### src/rtl/ws2812_pkg.sv
// Shared WS2812 definitions: strip timing at 100 MHz, driver state encoding and GRB colour constants.
package ws2812_pkg;

   localparam int LED_BITS = 24;

   localparam int T0H    = 35;
   localparam int T1H    = 70;
   localparam int TBIT   = 125;
   localparam int TRESET = 5000;

   typedef enum logic [1:0] {
      IDLE,
      SEND,
      LATCH
   } state_t;

   // Colours are packed G[23:16], R[15:8], B[7:0] to match the strip's wire order
   localparam logic [LED_BITS-1:0] OFF    = 24'h000000;
   localparam logic [LED_BITS-1:0] RED    = 24'h00FF00;
   localparam logic [LED_BITS-1:0] ORANGE = 24'h80FF00;
   localparam logic [LED_BITS-1:0] GREEN  = 24'hFF0000;
   localparam logic [LED_BITS-1:0] CYAN   = 24'hFF00FF;
   localparam logic [LED_BITS-1:0] BLUE   = 24'h0000FF;
   localparam logic [LED_BITS-1:0] VIOLET = 24'h0080FF;

endpackage

### src/rtl/ws2812_bit_encoder.sv
// Combinational WS2812 pulse shaper: line level for a given bit value at a given position in the bit period.
module ws2812_bit_encoder
   import ws2812_pkg::*;
#(
   parameter int TW    = 13,
   parameter int HIGH0 = T0H,
   parameter int HIGH1 = T1H
) (
   input  logic [TW-1:0] timer,
   input  logic          bit_val,
   output logic          level
);

   assign level = timer < (bit_val ? TW'(HIGH1) : TW'(HIGH0));

endmodule

### src/rtl/ws2812_frame_driver.sv
// Serialises a latched GRB frame onto the WS2812 data line, MSB first, then holds the line low for the latch time.
//
// state | meaning
// IDLE  | line low, waiting for Start
// SEND  | shifting out frame bits, one TBIT period each
// LATCH | line held low for TRESET clocks, then Done
module ws2812_frame_driver
   import ws2812_pkg::*;
#(
   parameter int NUM_LEDS = 5,
   parameter int T0H      = ws2812_pkg::T0H,
   parameter int T1H      = ws2812_pkg::T1H,
   parameter int TBIT     = ws2812_pkg::TBIT,
   parameter int TRESET   = ws2812_pkg::TRESET
) (
   input  logic                         clk,
   input  logic                         reset,
   input  logic [NUM_LEDS*LED_BITS-1:0] GRBin,
   input  logic                         Start,
   output logic                         DataOut,
   output logic                         Busy,
   output logic                         Done
);

   localparam int FW = NUM_LEDS * LED_BITS;
   localparam int TW = $clog2((TBIT > TRESET) ? TBIT : TRESET);
   localparam int IW = $clog2(FW);

   state_t          state;
   logic [FW-1:0]   shift;
   logic [IW-1:0]   bit_idx;
   logic [TW-1:0]   timer;

   logic            wrap_bit;
   logic            last_bit;
   logic [TW-1:0]   enc_timer;
   logic            enc_bit;
   logic            enc_level;

   // The encoder looks one clock ahead so the registered line lines up with the timer
   assign wrap_bit  = (timer == TW'(TBIT - 1));
   assign last_bit  = (bit_idx == IW'(FW - 1));
   assign enc_timer = wrap_bit ? '0 : timer + TW'(1);
   assign enc_bit   = wrap_bit ? shift[FW-2] : shift[FW-1];

   ws2812_bit_encoder #(
      .TW    (TW),
      .HIGH0 (T0H),
      .HIGH1 (T1H)
   ) u_bit_encoder (
      .timer   (enc_timer),
      .bit_val (enc_bit),
      .level   (enc_level)
   );

   always_ff @(posedge clk) begin
      if (!reset) begin
         state   <= IDLE;
         shift   <= '0;
         bit_idx <= '0;
         timer   <= '0;
         DataOut <= 1'b0;
         Busy    <= 1'b0;
         Done    <= 1'b0;
      end else begin
         Done <= 1'b0;
         case (state)
            IDLE: begin
               DataOut <= 1'b0;
               Busy    <= 1'b0;
               if (Start) begin
                  shift   <= GRBin;
                  timer   <= '0;
                  bit_idx <= '0;
                  // Every bit opens with a high phase, so the first level is known
                  DataOut <= 1'b1;
                  Busy    <= 1'b1;
                  state   <= SEND;
               end
            end
            SEND: begin
               if (wrap_bit) begin
                  timer <= '0;
                  shift <= {shift[FW-2:0], 1'b0};
                  if (last_bit) begin
                     DataOut <= 1'b0;
                     state   <= LATCH;
                  end else begin
                     bit_idx <= bit_idx + IW'(1);
                     DataOut <= enc_level;
                  end
               end else begin
                  timer   <= timer + TW'(1);
                  DataOut <= enc_level;
               end
            end
            LATCH: begin
               DataOut <= 1'b0;
               if (timer == TW'(TRESET - 1)) begin
                  timer <= '0;
                  Busy  <= 1'b0;
                  Done  <= 1'b1;
                  state <= IDLE;
               end else begin
                  timer <= timer + TW'(1);
               end
            end
            default: state <= IDLE;
         endcase
      end
   end

endmodule

### config.mk
export PLATFORM = sky130hd
export DESIGN_NAME = ws2812_frame_driver
export DESIGN_NICKNAME = d
export VERILOG_FILES = /design/src/rtl/ws2812_pkg.sv /design/src/rtl/ws2812_bit_encoder.sv /design/src/rtl/ws2812_frame_driver.sv
export SDC_FILE = /design/constraint.sdc
export NUM_CORES = 1
export LEC_CHECK = 0
export CAP_MARGIN = 20
export CORE_UTILIZATION = 30
export DETAILED_ROUTE_END_ITERATION = 16
export GPL_ROUTABILITY_DRIVEN = 0
export PLACE_DENSITY = 0.59
export SLEW_MARGIN = 30
export SYNTH_ARGS = -nofsm -noshare
export SYNTH_HDL_FRONTEND = slang
export SYNTH_HIERARCHICAL = 1
export SYNTH_SLANG_ARGS = --single-unit
### constraint.sdc
create_clock -name clk -period 2.94 [get_ports clk]
set_input_delay 0.588 -clock clk [delete_from_list [all_inputs] [get_ports clk]]
set_output_delay 0.588 -clock clk [all_outputs]
set_load 0.02 [all_outputs]
==> impl_metrics.env, run 1 <==
export IMPL_reg2regPathDepth=13
export IMPL_setup_violations=0
export IMPL_power_total_mw=9.52
export IMPL_synthDominantCellAreaShare_pct=41.9
export IMPL_tritoncts="done"
export IMPL_grt_max_degree=91
export IMPL_timing_critical_path_required_ps=3260
export IMPL_clockBufferDepth=2
export IMPL_hpwl_um=10500
export IMPL_synth_largest_area_cell="sky130_fd_sc_hd__dfxtp_1"
export IMPL_hp_start="shift[49]"
export IMPL_cp_data_arrival_time_ps=3120
export IMPL_drcViolationCount=0
export IMPL_final_setup_tns_ps=0
export IMPL_mappedNetlistArea_um2=6920
export IMPL_post_cts_setup_buffers=0
export IMPL_holdBufCountCts=0
export IMPL_reg2reg_setup_slack_ps=130
export IMPL_syn_nets=874
export IMPL_period_share_pct=95.4
export IMPL_drt_initial_drc_count=265
export IMPL_netlist_top_cells_area="sky130_fd_sc_hd__dfxtp_1 42%, sky130_fd_sc_hd__mux2i_1 18%, sky130_fd_sc_hd__a211oi_1 13%, sky130_fd_sc_hd__nor2_1 7.3%, sky130_fd_sc_hd__buf_2 2.0%"
export IMPL_synth_common_cells="145 x sky130_fd_sc_hd__dfxtp_1, 135 x sky130_fd_sc_hd__nor2_1, 122 x sky130_fd_sc_hd__mux2i_1, 120 x sky130_fd_sc_hd__a211oi_1, 34 x sky130_fd_sc_hd__clkbuf_1"
export IMPL_distinct_cell_type_count_after_synthesis=54
export IMPL_max_stage_delay_ps=480
export IMPL_status="complete, no violations"
export IMPL_cts_repair_resize_count=0
export IMPL_ys_dominant_reg_cell="sky130_fd_sc_hd__dfxtp_1"
export IMPL_globalRouteTotalUtil_pct=13.9
export IMPL_timing_clock_skew_ps=21.0
export IMPL_cp_buffers_inverters=1
export IMPL_p_leak_nw=3.17
export IMPL_fmax_ghz=0.356
export IMPL_reg2reg_from="timer[0]"
export IMPL_pin_count=126
export IMPL_cts_sinks=145
export IMPL_die_area_um2=23700
export IMPL_ys_async_sr_fraction_pct=0
export IMPL_end_kind="flop"
export IMPL_path_class="flop to flop"
export IMPL_grt_first_pass_wirelength_um=26600
export IMPL_ant_nets=0
export IMPL_fp_row_count=55
export IMPL_synth_ff_latch_count=145
export IMPL_slew_headroom_pct=53.1
export IMPL_final_max_slew_violation_count=0
export IMPL_initial_utilization_pct=30.6
export IMPL_worst_r2r_endpoint="DataOut"
export IMPL_totalWireLength_um=15900
export IMPL_cts_clk_slew_worst_paths_ps=70
export IMPL_cts_buffers_inserted=17
export IMPL_drtPass1Iterations=5
export IMPL_area_growth_synth_to_final_pct=31.5
export IMPL_synthesis_instances=741
export IMPL_period_minus_ws_final_ps=2810
export IMPL_dr_total_vias=5625
export IMPL_first_global_vias=5346
export IMPL_ys_warnings_count=6
export IMPL_cp_start_kind="flop"
export IMPL_timing_critical_path_fanout_max=6
export IMPL_cts_htree_levels=4
export IMPL_grt_antenna_before_repair=2
export IMPL_overflow=0
export IMPL_insertion_delay_ps=430
export IMPL_drive_gt1_share_pct=7.74
export IMPL_port_bufs=125
export IMPL_final_hold_violation_count=0
export IMPL_crit_path_cell_trace="ha_1, buf_4, and3_2, and3_1, xnor2_1, nor2_1, ha_1, nand2_1, a2111oi_0, a2111oi_1, nand2_1, o21ai_0, and3_1"
export IMPL_transition_at_the_pin_with_the_smallest_max_transition_slack_ps=699
export IMPL_timing_critical_path_max_delay_family="simple AND/OR/NAND/NOR gates"
export IMPL_number_of_enable_flip_flop_cells_after_synthesis=0
export IMPL_worst_min_delay_path_category="flop to flop"
export IMPL_core_um2=22600
export IMPL_synth_sequential_area_ratio_pct=41.9
export IMPL_setup_repair_after_global_routing_missed_its_margin="no"
export IMPL_floorplan_die_width_um=154
export IMPL_viasPerCell=4.93
export IMPL_finalHoldWorstSlack_ps=497
export IMPL_hold_path_endpoint="shift[49]"
export IMPL_final_net_count=973
export IMPL_power_density_nw_per_um2=1050
export IMPL_cts_root_buf="sky130_fd_sc_hd__clkbuf_16"
export IMPL_max_cap_violations=0
export IMPL_postSynthAreaPerCell_um2=9.34
export IMPL_cp_slowest_cell="sky130_fd_sc_hd__a2111oi_0"
export IMPL_synth_most_common_cell="sky130_fd_sc_hd__dfxtp_1"
export IMPL_die_y_um=154
export IMPL_hold_path_depth=2
export IMPL_drt_wirelength_per_cell_um=13.9
export IMPL_vdd_ir_drop_worst_mv=0.444
-- logic make-up after synthesis --
kind of cell / Yosys count / share of synthesized area, %
AND/OR/NAND/NOR: 202 / 13.7
AO/OA/AOI/OAI: 175 / 18.8
flip-flops: 145 / 41.9
multiplexers: 122 / 17.6
buffers and inverters: 76 / 4.73
XOR/XNOR: 11 / 1.39
adder cells (fa/ha/maj): 10 / 1.81
-- flip-flops by register name (all words and copies together) (netlist names) --
register,count
shift,120
timer,13
bit_idx,7
state,2
Busy,1
DataOut,1
Done,1
-- final cells by class --
type / instances / area [um2]
repair buffers: 143 / 1450
inverters: 13 / 51.3
diodes: 2 / 5.00
clock buffers: 19 / 453
clock inverters: 13 / 174
multi-input cells: 520 / 3710
well taps: 285 / 357
fillers: 2189 / 13500
flip-flops and latches: 145 / 2900
-- layer usage --
layer  global-route usage [%]  share of wire [%]
met1                     18.3                 49
met2                     20.6                 43
met3                     5.36                7.4
met4                     4.76               0.93
met5                        0                  0
-- stage by stage --
stage	area (um2)	cells	utilization [%]	setup WS (ps)
final	9100	1140	40.2	134
after detailed placement	8470	1106	37.4	172
after global routing	9100	1138	40.2	2.58
after CTS	9100	1138	40.2	140
after floorplan	6920	741	-	207
after global placement	8470	1106	37.4	202
-- power by group --
group / total [mW] / switching, mW / internal [mW]
Clock: 2.30 / 0.899 / 1.40
Combinational: 3.93 / 2.20 / 1.73
Sequential: 3.29 / 0.444 / 2.85
-- worst max-delay path by stage --
stage | from | end | slack (ps) | cells after the start
floorplan | timer[7] | DataOut | 210 | 14
global placement | timer[0] | DataOut | 200 | 10
detailed placement | timer[0] | DataOut | 170 | 13
CTS | timer[0] | DataOut | 140 | 13
global route | timer[0] | DataOut | 3 | 10
finish | timer[0] | DataOut | 130 | 13
-- cells in the final DEF (no fill, tap or decap), drive strengths merged, types with 3 or more instances in the layout --
cell type / netlist / final
dfxtp: 145 / 145
nor2: 135 / 135
clkdlybuf4s50: 0 / 125
mux2i: 122 / 122
a211oi: 120 / 120
clkbuf: 35 / 19
buf: 28 / 18
inv: 13 / 17
nand2: 16 / 16
a31oi: 14 / 14
o21ai: 12 / 12
nand3: 10 / 10
a21oi: 10 / 10
ha: 10 / 10
xnor2: 9 / 9
and3: 5 / 5
nor3: 4 / 4
a32o: 4 / 4
nand3b: 4 / 4
clkinv: 0 / 4
nor4: 4 / 4
or4: 3 / 3
a311oi: 3 / 3
nand2b: 3 / 3
bufinv: 0 / 3
nand4: 3 / 3
or4b: 3 / 3
a2111oi: 3 / 3
-- tightest hold or removal path: cells and delay by family (launching register included) --
kind / cells / cell delay, ps
AOI/OAI and AO/OA: 1 / 50
DFF: 1 / 310
and+or+nand+nor: 1 / 90
Power figures use the tool's default switching activity.
==> run 2, diff against run 1 <==
--- a/config.mk
+++ b/config.mk
@@ -5,6 +5,7 @@
 export SDC_FILE = /design/constraint.sdc
 export NUM_CORES = 1
 export LEC_CHECK = 0
+export ABC_AREA = 1
 export CAP_MARGIN = 20
 export CORE_UTILIZATION = 30
 export DETAILED_ROUTE_END_ITERATION = 16
==> impl_metrics.env, run 2 <==
export IMPL_slew_headroom_pct=36.7
export IMPL_syn_nets=1345
export IMPL_status="complete, no violations"
export IMPL_pin_count=126
export IMPL_fmax_ghz=0.416
export IMPL_flip_flop_count_of_the_largest_register_all_copies_and_words_added=120
export IMPL_final_hold_violation_count=0
export IMPL_dr_total_vias=7279
export IMPL_synth_common_cells="442 x sky130_fd_sc_hd__nand2_1, 282 x sky130_fd_sc_hd__nor2_1, 145 x sky130_fd_sc_hd__dfxtp_1, 83 x sky130_fd_sc_hd__o21ai_0, 51 x sky130_fd_sc_hd__inv_1"
export IMPL_mostFrequentLayoutCell="sky130_fd_sc_hd__nand2_1"
export IMPL_cts_root_buf="sky130_fd_sc_hd__clkbuf_16"
export IMPL_insertedDiodeCount=0
export IMPL_totalWireLength_um=19200
export IMPL_die_y_um=160
export IMPL_setup_violations=0
export IMPL_port_bufs=125
export IMPL_drive_gt1_share_pct=4.07
export IMPL_ant_nets=0
export IMPL_p_leak_nw=4.25
export IMPL_synth_sequential_area_ratio_pct=38.9
export IMPL_cts_htree_levels=4
export IMPL_drtPass1Iterations=4
export IMPL_drt_wirelength_per_cell_um=11.8
export IMPL_overflow=0
export IMPL_largest_register="shift"
export IMPL_floorplan_die_width_um=160
export IMPL_period_minus_ws_final_ps=2400
export IMPL_initial_utilization_pct=30.6
export IMPL_max_cap_violations=0
export IMPL_place_worst_setup_slack_ps=570
export IMPL_distinct_cell_type_count_after_synthesis=29
export IMPL_timing_critical_path_fanout_max=5
export IMPL_grt_first_pass_wirelength_um=31900
export IMPL_period_share_pct=81.7
export IMPL_fp_row_count=57
export IMPL_holdBufCountCts=0
export IMPL_grt_antenna_before_repair=0
export IMPL_ys_dominant_reg_cell="sky130_fd_sc_hd__dfxtp_1"
export IMPL_clockBufferDepth=2
export IMPL_synthDominantCellAreaShare_pct=38.9
export IMPL_area_growth_synth_to_final_pct=26.8
export IMPL_globalRouteTotalUtil_pct=15.1
export IMPL_number_of_enable_flip_flop_cells_after_synthesis=0
export IMPL_timing_critical_path_required_ps=3280
export IMPL_cts_repair_resize_count=0
export IMPL_setup_repair_after_global_routing_missed_its_margin="no"
export IMPL_grt_max_degree=128
export IMPL_synthesis_instances=1212
export IMPL_die_area_um2=25500
export IMPL_postSynthAreaPerCell_um2=6.16
export IMPL_ys_warnings_count=6
export IMPL_post_cts_setup_buffers=0
export IMPL_cts_clk_slew_worst_paths_ps=60
export IMPL_cts_buffers_inserted=17
export IMPL_netlist_top_cells_area="sky130_fd_sc_hd__dfxtp_1 39%, sky130_fd_sc_hd__nand2_1 22%, sky130_fd_sc_hd__nor2_1 14%, sky130_fd_sc_hd__o21ai_0 5.6%, sky130_fd_sc_hd__o21ai_1 2.7%"
export IMPL_transition_at_the_pin_with_the_smallest_max_transition_slack_ps=950
export IMPL_final_setup_worst_slack_ps=538
export IMPL_cp_data_arrival_time_ps=2750
export IMPL_synth_most_common_cell="sky130_fd_sc_hd__nand2_1"
export IMPL_core_um2=24400
export IMPL_power_total_mw=9.52
export IMPL_path_class="flop to flop"
export IMPL_vdd_ir_drop_worst_mv=0.633
export IMPL_power_density_nw_per_um2=1010
export IMPL_final_net_count=1424
export IMPL_end_kind="flop"
export IMPL_mappedNetlistArea_um2=7470
export IMPL_first_global_vias=6572
export IMPL_layout_filler_cells=2664
export IMPL_drt_initial_drc_count=569
export IMPL_synth_ff_latch_count=145
export IMPL_cts_sinks=145
export IMPL_final_setup_tns_ps=0
export IMPL_layout_cells_most_common_list="442 x sky130_fd_sc_hd__nand2_1, 282 x sky130_fd_sc_hd__nor2_1, 145 x sky130_fd_sc_hd__dfxtp_1, 124 x sky130_fd_sc_hd__clkdlybuf4s50_1, 83 x sky130_fd_sc_hd__o21ai_0"
export IMPL_drcViolationCount=0
export IMPL_insertion_delay_ps=420
export IMPL_ys_async_sr_fraction_pct=0
export IMPL_timing_clock_skew_ps=9.69
export IMPL_viasPerCell=4.47
export IMPL_synth_largest_area_cell="sky130_fd_sc_hd__dfxtp_1"
export IMPL_cp_start_kind="flop"
export IMPL_tritoncts="done"
export IMPL_worst_min_delay_path_category="flop to flop"
export IMPL_final_max_slew_violation_count=0
export IMPL_hpwl_um=11700
export IMPL_layout_top_registers="shift (120), timer (13), bit_idx (7)"
-- run 2: cell count changes after synthesis, sizes merged, moves of 5 or more --
cell    delta
nand4      +8
a21oi     +16
nand3     +18
a211oi   -120
inv       +39
a31oi     -14
clkbuf    +10
and3       -5
nand2    +429
o21ai    +112
mux2i    -122
xnor2      -9
nor2     +148
-- run 2: critical path: stages, from the launching register on --
cell and delay, ps:
sky130_fd_sc_hd__dfxtp_1 390, sky130_fd_sc_hd__ha_1 290, sky130_fd_sc_hd__nand2_1 120, sky130_fd_sc_hd__inv_1 110, sky130_fd_sc_hd__nand2_1 60, sky130_fd_sc_hd__o21ai_0 140
sky130_fd_sc_hd__and2_1 170, sky130_fd_sc_hd__inv_1 40, sky130_fd_sc_hd__nor2_1 100, sky130_fd_sc_hd__ha_1 250, sky130_fd_sc_hd__nand2_1 70, sky130_fd_sc_hd__nand2_1 50
sky130_fd_sc_hd__nor2_1 80, sky130_fd_sc_hd__nand2_1 60, sky130_fd_sc_hd__a21oi_2 160, sky130_fd_sc_hd__nand3_1 100, sky130_fd_sc_hd__a21oi_1 120
-- run 2: cells by family (layout without fill, tap and decap cells) --
group	Yosys count	count (layout)	share of synthesized area, %
AOI/OAI and AO/OA	153	153	10.6
xor gates and xnor gates	5	5	0.586
DFF	145	145	38.9
muxes	1	1	0.151
buffers and inverters	126	217	8.04
adders and majority gates	10	10	1.68
and+or+nand+nor	772	772	40.1
-- run 2: cell type report --
| type | instances | area [um2] | area share [%] |
|---|---|---|---|
| clock buffers | 18 | 439 | 4.64 |
| clock inverters | 13 | 184 | 1.94 |
| inverters | 52 | 199 | 2.10 |
| multi-input cells | 941 | 3980 | 42.1 |
| flip-flops and latches | 145 | 2900 | 30.7 |
| well taps | 324 | 405 | 4.28 |
| repair buffers | 134 | 1350 | 14.3 |
-- run 2: path summary, 6_finish.rpt --
check / start / to / slack (ps) / cells past startpoint
max: timer[0] / DataOut / 540 / 16
min: shift[0] / shift[0] / 470 / 2
max reg2reg: timer[0] / DataOut / 540 / 16
min reg2reg: shift[0] / shift[0] / 470 / 2
-- run 2: metal layers --
| layer | vias up | routed length [um] | track usage (%) |
|---|---|---|---|
| li1 | 3917 | - | - |
| met1 | 3216 | 9600 | 20.8 |
| met2 | 131 | 8640 | 23.9 |
| met3 | 15 | 706 | 3.17 |
| met4 | 0 | 218 | 4.15 |
| met5 | - | 0 | 0 |
-- run 2: metrics by stage --
| stage | instance area [um2] | hold slack (ps) | instances | utilization (%) |
|---|---|---|---|---|
| after floorplan | 7470 | 441 | 1212 | - |
| after global placement | 8840 | 460 | 1596 | 36.3 |
| after detailed placement | 8840 | 462 | 1596 | 36.3 |
| after CTS | 9470 | 477 | 1627 | 38.8 |
| after global routing | 9470 | 500 | 1627 | 38.8 |
| final | 9470 | 475 | 1627 | 38.8 |
-- run 2: where the power goes --
group / switching (mW) / leakage (nW) / internal, mW
combinational: 2.61 / 2.75 / 1.31
clock: 0.861 / 0.299 / 1.44
sequential: 0.441 / 1.20 / 2.85
